--- config.mk ---
export PLATFORM = sky130hd
export DESIGN_NAME = edge_trk_iter
export DESIGN_NICKNAME = d
export VERILOG_FILES = /design/src/rtl/edge_pkg.sv /design/src/rtl/edge_trk_rd_pipe.sv /design/src/rtl/edge_trk_iter.sv
export SDC_FILE = /design/constraint.sdc
export NUM_CORES = 1
export LEC_CHECK = 0
export CELL_PAD_IN_SITES_DETAIL_PLACEMENT = 1
export CELL_PAD_IN_SITES_GLOBAL_PLACEMENT = 1
export CORE_MARGIN = 4
export CORE_UTILIZATION = 42
export DETAILED_ROUTE_END_ITERATION = 10
export PLACE_DENSITY_LB_ADDON = 0.1
export SLEW_MARGIN = 20
export SYNTH_ARGS = -nofsm -noshare
export SYNTH_HDL_FRONTEND = slang
export SYNTH_SLANG_ARGS = --single-unit
--- constraint.sdc ---
create_clock -name clk -period 10.8 [get_ports clk]
set_clock_uncertainty 0.2 [all_clocks]
set_input_delay 1.62 -clock clk [delete_from_list [all_inputs] [get_ports clk]]
set_output_delay 1.62 -clock clk [all_outputs]
set_load 0.1 [all_outputs]
--- src/rtl/edge_pkg.sv ---
// Shared types and helpers for the hysteresis edge tracker.
package edge_pkg;

  typedef enum logic [1:0] {
    CLS_NONE   = 2'd0,
    CLS_WEAK   = 2'd1,
    CLS_STRONG = 2'd2
  } cls_e;

  typedef enum logic [1:0] {
    BUF_SRC   = 2'd0,
    BUF_SCR_A = 2'd1,
    BUF_SCR_B = 2'd2,
    BUF_DST   = 2'd3
  } buf_sel_e;

  typedef enum logic [2:0] {
    ST_IDLE,
    ST_SCAN,
    ST_DRAIN,
    ST_EVAL,
    ST_OUT_SCAN,
    ST_OUT_DRAIN
  } trk_state_e;

  localparam int ABS_W = 32;

  // Wide enough that the most negative pixel word has an exact magnitude.
  function automatic logic abs_gt(input logic signed [ABS_W-1:0] v, input logic [ABS_W-1:0] t);
    logic [ABS_W-1:0] mag;
    mag = v[ABS_W-1] ? unsigned'(-v) : unsigned'(v);
    return mag > t;
  endfunction

endpackage

--- src/rtl/edge_trk_rd_pipe.sv ---
// Delay line carrying read-request valid and centre coordinate until the window data returns.
module edge_trk_rd_pipe #(
  parameter int RD_LAT     = 1,
  parameter int COORD_BITS = 10
) (
  input  logic                  clk,
  input  logic                  rst_n,
  input  logic                  flush,
  input  logic                  in_vld,
  input  logic [COORD_BITS-1:0] in_x,
  input  logic [COORD_BITS-1:0] in_y,
  output logic                  out_vld,
  output logic [COORD_BITS-1:0] out_x,
  output logic [COORD_BITS-1:0] out_y
);

  logic [RD_LAT-1:0]     vld;
  logic [COORD_BITS-1:0] xs [RD_LAT];
  logic [COORD_BITS-1:0] ys [RD_LAT];

  always_ff @(posedge clk) begin
    if (!rst_n || flush) begin
      vld <= '0;
    end else begin
      vld[0] <= in_vld;
      for (int i = 1; i < RD_LAT; i++) vld[i] <= vld[i-1];
    end
  end

  always_ff @(posedge clk) begin
    if (!rst_n) begin
      for (int i = 0; i < RD_LAT; i++) begin
        xs[i] <= '0;
        ys[i] <= '0;
      end
    end else begin
      xs[0] <= in_x;
      ys[0] <= in_y;
      for (int i = 1; i < RD_LAT; i++) begin
        xs[i] <= xs[i-1];
        ys[i] <= ys[i-1];
      end
    end
  end

  assign out_vld = vld[RD_LAT-1];
  assign out_x   = xs[RD_LAT-1];
  assign out_y   = ys[RD_LAT-1];

endmodule

--- src/rtl/edge_trk_iter.sv ---
// Multi-pass hysteresis edge tracker: classify, promote weak pixels touching strong ones, emit edge map.
// state     | meaning
// IDLE      | waiting for start
// SCAN      | raster window reads of a classify/promote pass
// DRAIN     | letting the pass's in-flight writes land
// EVAL      | choose another promote pass or the output pass
// OUT_SCAN  | raster window reads of the output pass
// OUT_DRAIN | waiting for the last DST write, then pulse done
module edge_trk_iter
  import edge_pkg::*;
#(
  parameter int IMG_WD     = 640,
  parameter int IMG_HT     = 480,
  parameter int COORD_BITS = 10,
  parameter int WIN_WD     = 3,
  parameter int WIN_HT     = 3,
  parameter int PXL_BITS   = 12,
  parameter int RD_LAT     = 1,
  parameter int MAX_PASSES = 8,
  parameter int PASS_BITS  = 4,
  parameter int EDGE_VAL   = 2047
) (
  input  logic                                clk,
  input  logic                                rst_n,
  input  logic                                start,
  input  logic                                abort,
  input  logic [PXL_BITS-1:0]                 thresh_hi,
  input  logic [PXL_BITS-1:0]                 thresh_lo,
  output logic                                busy,
  output logic                                done,
  output logic                                converged,
  output logic [PASS_BITS-1:0]                pass_cnt,
  output logic [$clog2(IMG_WD*IMG_HT+1)-1:0]  promo_cnt,
  output logic                                rd_en,
  output logic [COORD_BITS-1:0]               rd_x,
  output logic [COORD_BITS-1:0]               rd_y,
  output logic [1:0]                          rd_sel,
  input  logic [WIN_HT*WIN_WD*PXL_BITS-1:0]   rd_data_flat,
  output logic                                wr_en,
  output logic [COORD_BITS-1:0]               wr_x,
  output logic [COORD_BITS-1:0]               wr_y,
  output logic [1:0]                          wr_sel,
  output logic [PXL_BITS-1:0]                 wr_data_pxl
);

  localparam int NTAP       = WIN_WD * WIN_HT;
  localparam int CEN        = (WIN_HT / 2) * WIN_WD + WIN_WD / 2;
  localparam int PROMO_BITS = $clog2(IMG_WD * IMG_HT + 1);
  localparam int DRN_BITS   = $clog2(RD_LAT + 1);
  localparam logic [COORD_BITS-1:0] X_LAST = COORD_BITS'(IMG_WD - 1);
  localparam logic [COORD_BITS-1:0] Y_LAST = COORD_BITS'(IMG_HT - 1);

  trk_state_e            state;
  logic [PXL_BITS-1:0]   hi_q, lo_q;
  logic [DRN_BITS-1:0]   drn_cnt;
  logic [PASS_BITS-1:0]  pass_nxt;
  logic                  kill;
  logic                  p_vld;
  logic [COORD_BITS-1:0] p_x, p_y;

  logic [PXL_BITS-1:0]   tap [NTAP];
  logic                  any_hi, any_strong;
  logic [1:0]            res_cls;
  logic                  res_promo;
  logic [PXL_BITS-1:0]   res_word;

  assign kill     = abort && (state != ST_IDLE);
  assign pass_nxt = pass_cnt + 1'b1;

  edge_trk_rd_pipe #(
    .RD_LAT    (RD_LAT),
    .COORD_BITS(COORD_BITS)
  ) u_rd_pipe (
    .clk    (clk),
    .rst_n  (rst_n),
    .flush  (kill),
    .in_vld (rd_en),
    .in_x   (rd_x),
    .in_y   (rd_y),
    .out_vld(p_vld),
    .out_x  (p_x),
    .out_y  (p_y)
  );

  always_comb begin
    any_hi     = 1'b0;
    any_strong = 1'b0;
    for (int i = 0; i < NTAP; i++) begin
      tap[i] = rd_data_flat[i*PXL_BITS +: PXL_BITS];
      if (abs_gt(ABS_W'(signed'(tap[i])), ABS_W'(hi_q))) any_hi = 1'b1;
      if (tap[i][1:0] == CLS_STRONG) any_strong = 1'b1;
    end
  end

  // Pass 0 classifies raw gradients; later passes read class words back from scratch.
  always_comb begin
    res_cls   = CLS_NONE;
    res_promo = 1'b0;
    if (rd_sel == BUF_SRC) begin
      if (abs_gt(ABS_W'(signed'(tap[CEN])), ABS_W'(hi_q))) begin
        res_cls = CLS_STRONG;
      end else if (abs_gt(ABS_W'(signed'(tap[CEN])), ABS_W'(lo_q))) begin
        res_cls   = any_hi ? CLS_STRONG : CLS_WEAK;
        res_promo = any_hi;
      end
    end else begin
      res_cls = tap[CEN][1:0];
      if (tap[CEN][1:0] == CLS_WEAK && any_strong) begin
        res_cls   = CLS_STRONG;
        res_promo = 1'b1;
      end
    end
    if (wr_sel == BUF_DST) begin
      res_word  = (tap[CEN][1:0] == CLS_STRONG) ? PXL_BITS'(EDGE_VAL) : '0;
      res_promo = 1'b0;
    end else begin
      res_word = {{(PXL_BITS-2){1'b0}}, res_cls};
    end
  end

  always_ff @(posedge clk) begin
    if (!rst_n) begin
      state       <= ST_IDLE;
      busy        <= 1'b0;
      done        <= 1'b0;
      converged   <= 1'b0;
      pass_cnt    <= '0;
      promo_cnt   <= '0;
      rd_en       <= 1'b0;
      rd_x        <= '0;
      rd_y        <= '0;
      rd_sel      <= BUF_SRC;
      wr_en       <= 1'b0;
      wr_x        <= '0;
      wr_y        <= '0;
      wr_sel      <= BUF_SRC;
      wr_data_pxl <= '0;
      hi_q        <= '0;
      lo_q        <= '0;
      drn_cnt     <= '0;
    end else begin
      done  <= 1'b0;
      wr_en <= p_vld && !kill;
      if (p_vld && !kill) begin
        wr_x        <= p_x;
        wr_y        <= p_y;
        wr_data_pxl <= res_word;
        if (res_promo && promo_cnt != {PROMO_BITS{1'b1}}) promo_cnt <= promo_cnt + 1'b1;
      end

      if (kill) begin
        state <= ST_IDLE;
        busy  <= 1'b0;
        rd_en <= 1'b0;
      end else begin
        case (state)
          ST_IDLE: begin
            if (start && !abort) begin
              hi_q      <= thresh_hi;
              lo_q      <= (thresh_lo > thresh_hi) ? thresh_hi : thresh_lo;
              pass_cnt  <= '0;
              promo_cnt <= '0;
              rd_en     <= 1'b1;
              rd_x      <= '0;
              rd_y      <= '0;
              rd_sel    <= BUF_SRC;
              wr_sel    <= BUF_SCR_A;
              busy      <= 1'b1;
              state     <= ST_SCAN;
            end
          end
          ST_SCAN, ST_OUT_SCAN: begin
            if (rd_x == X_LAST && rd_y == Y_LAST) begin
              rd_en   <= 1'b0;
              drn_cnt <= DRN_BITS'(RD_LAT);
              state   <= (state == ST_SCAN) ? ST_DRAIN : ST_OUT_DRAIN;
            end else if (rd_x == X_LAST) begin
              rd_x <= '0;
              rd_y <= rd_y + 1'b1;
            end else begin
              rd_x <= rd_x + 1'b1;
            end
          end
          ST_DRAIN: begin
            if (drn_cnt == '0) state <= ST_EVAL;
            else drn_cnt <= drn_cnt - 1'b1;
          end
          ST_EVAL: begin
            pass_cnt <= pass_nxt;
            rd_en    <= 1'b1;
            rd_x     <= '0;
            rd_y     <= '0;
            rd_sel   <= wr_sel;
            if (promo_cnt == '0 || pass_nxt == PASS_BITS'(MAX_PASSES)) begin
              converged <= (promo_cnt == '0);
              wr_sel    <= BUF_DST;
              state     <= ST_OUT_SCAN;
            end else begin
              wr_sel    <= (wr_sel == BUF_SCR_A) ? BUF_SCR_B : BUF_SCR_A;
              promo_cnt <= '0;
              state     <= ST_SCAN;
            end
          end
          ST_OUT_DRAIN: begin
            if (drn_cnt == '0) begin
              state <= ST_IDLE;
              busy  <= 1'b0;
              done  <= 1'b1;
            end else begin
              drn_cnt <= drn_cnt - 1'b1;
            end
          end
          default: begin
            state <= ST_IDLE;
            busy  <= 1'b0;
            rd_en <= 1'b0;
          end
        endcase
      end
    end
  end

endmodule
==> results.md <==
| Quantity | This run |
| --- | --- |
| Horizontal die dimension | 165.9 µm |
| Height of the die | 165.9 µm |
| Status | completed |
| Seq pwr share | 0.318 |
| Post-synthesis area per instance | 7.944 µm² |
| Max capacitance violation total | 0 |
| Number of antenna violations at the first check in global routing | 0 |
| Standard cell core area | 24390 µm² |
| Share of layout cells above drive strength 1 | 0.03287 |
| Final number of max-transition violations | 0 |
| DRT iter0 DRCs | 501 |
| Number of clock sinks | 124 |
| HP Class | reg2reg |
| Number of gates resized after CTS | 0 |
| Library cell appearing most often on the critical path | sky130_fd_sc_hd__a21oi_1 |
| Num ports | 220 |
| Number of enable flip-flop cells after synthesis | 0 |
| Total die area | 27520 µm² |
| Area of all placed cells without fillers | 13450 µm² |
| Primary flip-flop cell chosen by synthesis mapping | sky130_fd_sc_hd__dfxtp_1 |
| Total number of placement rows | 57 |
| Antenna Cells | 0 |
| Total of warnings raised by yosys | 0 |
| Yosys reg bits | 124 |
| CP Buf/Inv Count | 1 |
| Wirelength per Cell | 18.53 µm |
| Setup repair after global routing missed its margin | false |
| Leading cell types by total area after synthesis | sky130_fd_sc_hd__dfxtp_1 24%, sky130_fd_sc_hd__ha_1 19%, sky130_fd_sc_hd__xnor2_1 6.6% |
| Fraction of synthesis flops using an asynchronous set or reset pin | 0 |
| Post-Route Hold Slack | 0.2491 ns |
| CP Max Fanout | 23 |
| Post-synthesis cell area | 10470 µm² |
| Final worst path period share | 0.5194 |
| First-pass GRT wire length | 55.68 mm |
| Post CTS Setup Buffer Count | 0 |
| Area of placed instances | 12850 µm² |
| Total detailed-routing wirelength | 34.18 mm |
| Maximum operating frequency | 0.1783 GHz |
| Hold violation total from the final report | 0 |
| Clock tree from TritonCTS | built |
| Final Wtd Congestion | 0.8225 |
| Post-detailed-route count of antenna-violating nets | 0 |
| Relative contribution of combinational cells to total power | 0.296 |
| Switching Power | 0.5144 mW |
| Internal power component | 0.9822 mW |
| Count of port buffers added during placement | 218 |
| Cell taking the most area after synthesis | sky130_fd_sc_hd__dfxtp_1 |
| Critical path data arrival time | 5.75 ns |
| Detailed-route DRC error count | 0 |
| Cell count after synthesis | 1318 |
| Setup violations, final | 0 |
| Detail Placement HPWL | 26.25 mm |
| Transition time of the tightest slew-check pin | 1.065 ns |
| Total Neg Setup Slack | 0 ns |
| Clock tree root driver cell | sky130_fd_sc_hd__clkbuf_16 |
| Slowest stage cell on the critical path | sky130_fd_sc_hd__or4_1 |
| Number of levels the H-tree was split into | 4 |
| Remaining max-slew budget at the tightest pin | 0.2876 |
| Largest net degree at the start of global routing | 95 |
| Sequential-to-total area share from yosys stat | 0.2371 |
| Distinct cell type count of the synthesized netlist | 63 |
| Clock buffer depth | 2 |
| Launch instance of the worst register-to-register path | hi_q[1] |
| Critical path capture point type | flip-flop |
| Leakage | 5.065 nW |
| Yosys top cell area share | 0.2371 |
| Kind of cell adding the most delay to the critical path | simple AND/OR/NAND/NOR gates |
| Number of clock buffers inserted by TritonCTS | 17 |
| Switching power share of the total | 0.3437 |
| Time the final worst path needs with I/O delays and setup | 5.610 ns |
| Most common cell after layout, fill and taps aside | sky130_fd_sc_hd__clkdlybuf4s50_1 |
| Kind of critical path | in2reg |
| Count of TritonRoute iterations in the first routing pass | 4 |
| Relative area change from synthesis to final layout | 28.42% |
| Hold path startpoint | u_rd_pipe.xs[0][8] |
| Via density per instance | 5.603 |
| Max stage delay on crit path | 0.55 ns |
| # hold bufs at CTS | 0 |
| Clk slew on worst S/H paths | 0.06 ns |
| Initial core utilization | 0.4293 |
| Number of global-route vias before repair | 10691 |
| Total number of vias | 10337 |
| Clk Latency, worst-skew pair | 0.42 ns |
| Most frequent cells in the layout | 217 x sky130_fd_sc_hd__clkdlybuf4s50_1, 172 x sky130_fd_sc_hd__nand2_1, 156 x sky130_fd_sc_hd__ha_1, 124 x sky130_fd_sc_hd__dfxtp_1, 111 x sky130_fd_sc_hd__a21oi_1 |
| Synthesized Nets | 1610 |
| Net count, final | 1800 |
| Clock share of power | 0.386 |
| Total power divided by cell area | 111.3 nW/µm² |
| Launching element type of the critical path | primary input |
| CP required | 10.94 ns |
| GR Util All Layers | 0.2427 |
| Worst Setup SP | rd_data_flat[49] |
| Aggregate global routing overflow | 0 |
| Peak ir drop on the vdd network | 0.0001411 V |
| Critical Path, Cell by Cell | clkdlybuf4s50_1 > or3_1 > nand2b_1 > nor4b_1 > ha_1 > a21oi_1 > o21ai_0 > a211oi_1 > o211ai_2 > a21bo_2 > a21o_1 > or4_1 > a21oi_1 |
area by class of cell:
cell class              instances  area [µm²]
multi-input cells            1081        7523
clock inverters                15       168.9
clock buffers                  17       425.4
well taps                     324       405.4
inverters                      62       232.7
flip-flops and latches        124        2482
repair buffers                222        2207
fillers                      3004       10950
power by group through the flow:
stage	combinational [mW]	clock, mW	sequential [mW]
global placement	0.425	0	0.485
detailed placement	0.441	0	0.486
global route	0.495	0.610	0.477
finish	0.444	0.577	0.476
floorplan	0.272	0	0.501
CTS	0.445	0.588	0.476
cells in the mapped netlist, types with 2 or more instances:
master                      number
sky130_fd_sc_hd__o21ai_0        87
sky130_fd_sc_hd__nand2b_1       29
sky130_fd_sc_hd__a21o_1          9
sky130_fd_sc_hd__o41ai_1         6
sky130_fd_sc_hd__a21bo_2         2
sky130_fd_sc_hd__inv_1          61
sky130_fd_sc_hd__buf_4          10
sky130_fd_sc_hd__o211ai_1       14
sky130_fd_sc_hd__o21a_1          5
sky130_fd_sc_hd__nor4_1         17
sky130_fd_sc_hd__a211oi_1        3
sky130_fd_sc_hd__and4_1          5
sky130_fd_sc_hd__or3_1          22
sky130_fd_sc_hd__nand2_1       172
sky130_fd_sc_hd__or2_2           2
sky130_fd_sc_hd__mux2i_1        20
sky130_fd_sc_hd__a31oi_1         3
sky130_fd_sc_hd__buf_2           4
sky130_fd_sc_hd__dfxtp_1       124
sky130_fd_sc_hd__clkbuf_1       35
sky130_fd_sc_hd__a22oi_1         3
sky130_fd_sc_hd__nor3_1         21
sky130_fd_sc_hd__xor2_1         11
sky130_fd_sc_hd__o31a_1          4
sky130_fd_sc_hd__a21boi_0       40
sky130_fd_sc_hd__or4_1          13
sky130_fd_sc_hd__nor2_1         41
sky130_fd_sc_hd__ha_1          156
sky130_fd_sc_hd__nand4_1        40
sky130_fd_sc_hd__a21oi_1       111
sky130_fd_sc_hd__nand3_1        32
sky130_fd_sc_hd__and2_1         31
sky130_fd_sc_hd__o2111ai_1       2
sky130_fd_sc_hd__o31ai_1        41
sky130_fd_sc_hd__and3_1         11
sky130_fd_sc_hd__nor2b_1        20
sky130_fd_sc_hd__nor4b_1         7
sky130_fd_sc_hd__xnor2_1        79
routing by layer:
metal,wire (µm),GRT usage,share of wire
met4,531,0.05775,0.016
met3,1153,0.04070,0.034
met5,0,0,0
met1,15220,0.3025,0.45
met2,17280,0.4371,0.51
worst reg2reg max path, stage by stage (launching register included):
cell	delay, ns
sky130_fd_sc_hd__dfxtp_1	0.31
sky130_fd_sc_hd__inv_1	0.45
sky130_fd_sc_hd__ha_1	0.35
sky130_fd_sc_hd__nor2b_1	0.13
sky130_fd_sc_hd__o211a_1	0.23
sky130_fd_sc_hd__a2111oi_4	0.35
sky130_fd_sc_hd__o211ai_2	0.15
sky130_fd_sc_hd__a21bo_2	0.25
sky130_fd_sc_hd__a21o_1	0.41
sky130_fd_sc_hd__or4_1	0.55
sky130_fd_sc_hd__a21oi_1	0.17
logic make-up (layout without fill, tap and decap cells):
| family | Yosys count | count (layout) | synth area share |
|---|---|---|---|
| fa+ha+maj | 156 | 156 | 0.1864 |
| compound gates | 344 | 344 | 0.2065 |
| other cells | 1 | 1 | 0.0003582 |
| buf+inv | 113 | 316 | 0.04529 |
| simple gates | 470 | 470 | 0.2299 |
| flops | 124 | 124 | 0.2371 |
| mux | 20 | 20 | 0.01912 |
| xor+xnor | 90 | 90 | 0.07529 |
per-stage QoR:
step / std cells / utilization / worst slack [ns] / power [mW]
after detailed placement: 1813 / 0.5269 / 4.796 / 0.9266
after floorplan: 1318 / - / 5.698 / 0.7736
after global placement: 1813 / 0.5269 / 4.918 / 0.9103
after CTS: 1845 / 0.5512 / 5.224 / 1.509
final: 1845 / 0.5512 / 5.190 / 1.497
after global routing: 1845 / 0.5512 / 4.908 / 1.582
state kept, by name (all words and copies together), names as in the netlist, 3 cells and up:
| signal | cells |
|---|---|
| promo_cnt | 19 |
| hi_q | 12 |
| lo_q | 12 |
| rd_x | 10 |
| rd_y | 10 |
| u_rd_pipe.xs | 10 |
| u_rd_pipe.ys | 10 |
| wr_x | 10 |
| wr_y | 10 |
| pass_cnt | 4 |
| state | 3 |
| wr_data_pxl | 3 |
path summary, 6_finish.rpt:
path | end | slack (ns) | cells after the start
hold / removal | wr_x[8] | 0.25 | 2
setup / recovery | promo_cnt[13] | 5.19 | 13
hold reg to reg | wr_x[8] | 0.25 | 2
setup reg to reg | promo_cnt[13] | 7.17 | 10
Power figures use the tool's default switching activity.
